File: src/rtl/mux_16to1_scan_ctrl.sv
// Scan sequencer for a 16:1 mux tree. It steps the select lines through all 16 channels,
// samples the mux output after a settle delay, and offers the finished 16-bit frame on valid/ready.
module mux_16to1_scan_ctrl #(
  parameter int unsigned SETTLE_CYCLES = 2
) (
  input  logic        clk,
  input  logic        rst_n,
  input  logic        start,
  input  logic        abort,
  input  logic        mux_out,
  output logic        sel3,
  output logic        sel2,
  output logic        sel1,
  output logic        sel0,
  output logic [15:0] frame,
  output logic        frame_valid,
  input  logic        frame_ready,
  output logic        busy
);

  typedef enum logic [1:0] {
    ST_IDLE   = 2'd0,
    ST_SETTLE = 2'd1,
    ST_SAMPLE = 2'd2,
    ST_DONE   = 2'd3
  } state_t;

  // With no settle time, each select change is sampled on the very next edge.
  localparam state_t      ST_AFTER_SEL = (SETTLE_CYCLES == 32'd0) ? ST_SAMPLE : ST_SETTLE;
  localparam int unsigned CNT_LAST_I   = (SETTLE_CYCLES == 32'd0) ? 32'd0 : SETTLE_CYCLES - 32'd1;
  localparam logic [3:0]  CNT_LAST     = CNT_LAST_I[3:0];

  state_t      state_q, state_d;
  logic [3:0]  sel_q, sel_d;
  logic [3:0]  cnt_q, cnt_d;
  logic [15:0] shadow_q, shadow_d;
  logic [15:0] frame_q, frame_d;
  logic        valid_q, valid_d;
  logic        busy_q, busy_d;

  // Next-state and datapath update for the scan sequencer.
  always_comb begin
    state_d  = state_q;
    sel_d    = sel_q;
    cnt_d    = cnt_q;
    shadow_d = shadow_q;
    frame_d  = frame_q;
    valid_d  = valid_q;

    case (state_q)
      ST_IDLE: begin
        sel_d = 4'd0;
        if (start) begin
          state_d  = ST_AFTER_SEL;
          cnt_d    = 4'd0;
          shadow_d = 16'd0;
        end else begin
          state_d = ST_IDLE;
        end
      end

      ST_SETTLE: begin
        if (abort) begin
          state_d  = ST_IDLE;
          sel_d    = 4'd0;
          shadow_d = 16'd0;
        end else if (cnt_q == CNT_LAST) begin
          state_d = ST_SAMPLE;
          cnt_d   = cnt_q + 4'd1;
        end else begin
          cnt_d = cnt_q + 4'd1;
        end
      end

      ST_SAMPLE: begin
        if (abort) begin
          state_d  = ST_IDLE;
          sel_d    = 4'd0;
          shadow_d = 16'd0;
        end else begin
          shadow_d[sel_q] = mux_out;
          if (sel_q == 4'd15) begin
            state_d = ST_DONE;
            frame_d = shadow_d;
            valid_d = 1'b1;
          end else begin
            state_d = ST_AFTER_SEL;
            sel_d   = sel_q + 4'd1;
            cnt_d   = 4'd0;
          end
        end
      end

      ST_DONE: begin
        if (frame_ready) begin
          state_d = ST_IDLE;
          valid_d = 1'b0;
          sel_d   = 4'd0;
        end else begin
          sel_d = 4'd15;
        end
      end

      default: begin
        state_d = ST_IDLE;
        sel_d   = 4'd0;
        valid_d = 1'b0;
      end
    endcase

    busy_d = (state_d == ST_SETTLE) || (state_d == ST_SAMPLE);
  end

  // State and output registers; reset clears any partial scan immediately.
  always_ff @(posedge clk or negedge rst_n) begin
    if (!rst_n) begin
      state_q  <= ST_IDLE;
      sel_q    <= 4'd0;
      cnt_q    <= 4'd0;
      shadow_q <= 16'd0;
      frame_q  <= 16'd0;
      valid_q  <= 1'b0;
      busy_q   <= 1'b0;
    end else begin
      state_q  <= state_d;
      sel_q    <= sel_d;
      cnt_q    <= cnt_d;
      shadow_q <= shadow_d;
      frame_q  <= frame_d;
      valid_q  <= valid_d;
      busy_q   <= busy_d;
    end
  end

  assign {sel3, sel2, sel1, sel0} = sel_q;
  assign frame       = frame_q;
  assign frame_valid = valid_q;
  assign busy        = busy_q;

endmodule
File: config.mk
export PLATFORM = sky130hd
export DESIGN_NAME = mux_16to1_scan_ctrl
export DESIGN_NICKNAME = d
export VERILOG_FILES = /design/src/rtl/mux_16to1_scan_ctrl.sv
export SDC_FILE = /design/constraint.sdc
export NUM_CORES = 1
export LEC_CHECK = 0
export CORE_ASPECT_RATIO = 1.75
export CORE_MARGIN = 2
export CORE_UTILIZATION = 55
export DETAILED_ROUTE_END_ITERATION = 16
export PLACE_DENSITY = 0.79
export SYNTH_ARGS = -nofsm -noshare
export SYNTH_HDL_FRONTEND = slang
export SYNTH_SLANG_ARGS = --single-unit
File: constraint.sdc
create_clock -name clk -period 2.6 [get_ports clk]
set_clock_uncertainty 0.2 [all_clocks]
set_input_delay 0.78 -clock clk [delete_from_list [all_inputs] [get_ports clk]]
set_output_delay 0.78 -clock clk [all_outputs]
set_load 0.02 [all_outputs]
==> results.json <==
{
  "grt_pass1_vias": 1817,
  "min_path_type": "in2async",
  "areaGrowthSynthToFinish_pct": 22.2,
  "dieArea_um2": 4550,
  "clkTransAtPathRegs_ns": 0.09,
  "synth_seq_cells": 43,
  "wirelength_um": 4740,
  "placed_area_um2": 2590,
  "async_reset_ff_share_pct": 100,
  "cts_tree": "done",
  "required_ns": 2.64,
  "vias": 1822,
  "period_needed_ns": 2.39,
  "startpoint_type": "primary input",
  "rsz0062_at_grt": "no",
  "clk_latency_ns": 0.30,
  "syn-cell-area_um2": 2200,
  "critPathKind": "in2reg",
  "numCtsBuffers": 5,
  "synth_common_cells": "o21ai_0, dfrtp_1, nand2_1, a21oi_1",
  "io_pins": 28,
  "slowest_delay_ns": 0.49,
  "place_hpwl_um": 3450,
  "fin_setup_tns_ns": 0,
  "yosys_warnings": 0,
  "final_antenna_net_count": 0,
  "synth.yosys.seq_area_share_pct": 48.9,
  "die_x_um": 51.8,
  "clock-sinks": 43,
  "synth_ff_type": "dfrtp_1",
  "core_area_um2": 3870,
  "startpoint": "abort",
  "ys_types": 38,
  "vdd_drop_max_mv": 0.590,
  "slew_viol_final": 0,
  "finalHoldViolations": 0,
  "slew_headroom_pct": 62.6,
  "drtPass1Iterations": 4,
  "ctsHoldBuffers": 0,
  "yosysTopAreaCellShare_pct": 48.9,
  "grt_overflow": 0,
  "synthTopCellsByArea": "dfrtp_1, o21ai_0, mux2i_1",
  "cp_cell_sequence": "clkdlybuf4s50_1 -> buf_4 -> or3b_2 -> buf_12 -> a31oi_1 -> o21ai_0 -> nand2_1",
  "cap_violations": 0,
  "synth_nets": 247,
  "grt_pass1_wl_um": 7970,
  "syn_area_per_cell_um2": 9.37,
  "cts_buffer_depth": 2,
  "dp_cells": 308,
  "worstSetupEndpointType": "flop",
  "antenna_found_initial": 0,
  "max_freq_ghz": 0.419,
  "die_h_um": 87.7,
  "post_layout_nonfiller_instances": 316,
  "synth_most_common_cell": "o21ai_0",
  "nets": 279,
  "power.total_w": 0.00188,
  "io_buffers": 27,
  "n_antenna_cell": 0,
  "synth_edf_count": 0,
  "drtIter0Drc": 30,
  "syn_inst": 235,
  "drive_above_1_share_pct": 13.4,
  "wl_per_cell_um": 15.0,
  "drc_errors": 0,
  "p_per_area_nw_per_um2": 698,
  "htree_levels": 2,
  "gp_congestion": 0.809,
  "grt.total_usage_pct": 23.3,
  "outcome": "complete, no violations",
  "grt_max_degree": 24,
  "rows": 30,
  "stdcell_area_um2": 2690,
  "floorplan.initialDensity_pct": 57.0,
  "root_buffer": "clkbuf_8",
  "yosysTopAreaCell": "dfrtp_1",
  "setup_viol": 0,
  "tightestPinTransition_ns": 0.560,
  "p_leak_nw": 1.26,
  "period_share_pct": 91.7,
  "viasPerCell": 5.77,
  "crit_fanout": 16,
  "slowest_stage": "or3b_2",
  "crit_arrival_ns": 2.42,
  "post-route-util_pct": 69.6,
  "r2r_start": "sel_q[1]"
}
[routing by layer]
layer | track usage, % | vias up | share of wire [%]
met1 | 26.6 | 883 | 40
li1 | - | 892 | -
met4 | 11.7 | 0 | 2.0
met3 | 3.75 | 8 | 2.8
met2 | 40.7 | 39 | 55
met5 | 0 | - | 0
[repair_timing]
action | CTS | global route
setup buffers | 0 | 0
gates resized for setup | 0 | 1
setup endpoints to repair | 0 | 9
endpoints found under the hold margin | 0 | 0
[logic make-up (layout without fill, tap and decap cells)]
group / count (synthesis) / in the layout / synth area share, %
multiplexers: 17 / 17 / 7.84
AO/OA/AOI/OAI: 79 / 79 / 20.6
adder cells (fa/ha/maj): 6 / 6 / 3.41
buffers and inverters: 25 / 58 / 4.66
AND/OR/NAND/NOR: 65 / 65 / 14.6
flip-flops: 43 / 43 / 48.9
[state kept, by name, summed over array words and instances, names as in the netlist]
name / flops
busy: 1
cnt_q: 4
frame: 16
frame_valid: 1
sel_q: 4
shadow_q: 15
state_q: 2
[cells in the final DEF (no fill, tap or decap), types with 2 or more instances in the layout]
master           netlist  final
nand3b_1               3      3
a211o_1                2      2
clkbuf_8               0      5
ha_1                   6      6
mux2i_1               15     15
a31oi_1                3      3
o21ai_0               45     45
nand2b_1               2      2
a21oi_1               17     17
buf_4                  1     17
nor3_1                 2      2
and2_1                 2      2
nand4_1                3      3
nand2_1               34     34
inv_1                  5      5
mux2_2                 2      2
nand3_1                4      4
dfrtp_1               43     43
nor2b_1                3      3
clkinvlp_4             0      2
clkdlybuf4s50_1        0     26
nor2_1                 6      6
[path summary, 6_finish.rpt]
kind | endpoint | slack (ns) | cells after the start
setup / recovery | shadow_q[13] | 0.21 | 7
hold / removal | frame[15] | 0.24 | 1
setup reg to reg | cnt_q[1] | 0.34 | 6
hold reg to reg | frame[14] | 0.28 | 2
max in group asynchronous | frame[3] | 1.40 | 2
min in group clk | frame[14] | 0.28 | 2
[critical path: cells and delay by family]
family / cells / cell delay, ns
AND/OR/NAND/NOR: 2 / 0.58
AO/OA/AOI/OAI: 2 / 0.25
buffers and inverters: 3 / 0.80
[power by group]
| part | internal [W] | switching [W] | total (W) |
|---|---|---|---|
| clock | 0.000192 | 0.000245 | 0.000437 |
| sequential | 0.000728 | 0.0000770 | 0.000805 |
| combinational | 0.000293 | 0.000344 | 0.000637 |
| total | 0.00121 | 0.000665 | 0.00188 |
[area by class of cell]
class,instances,area (µm²)
Timing Repair Buffer,45,413
Inverter,5,18.8
Sequential cell,43,1080
Tap cell,48,60.1
Multi-Input combinational cell,167,1030
Clock buffer,5,68.8
Clock inverter,3,23.8
Fill cell,299,1180
[metrics by stage]
step	setup WS (ns)	hold WS, ns
3_3_place_gp	-0.158	0.260
4_1_cts	0.117	0.263
6_report	0.215	0.245
2_1_floorplan	0.376	0.248
5_1_grt	0.116	0.274
3_5_place_dp	-0.169	0.269
Note: power is estimated with default switching activity, not from simulation.
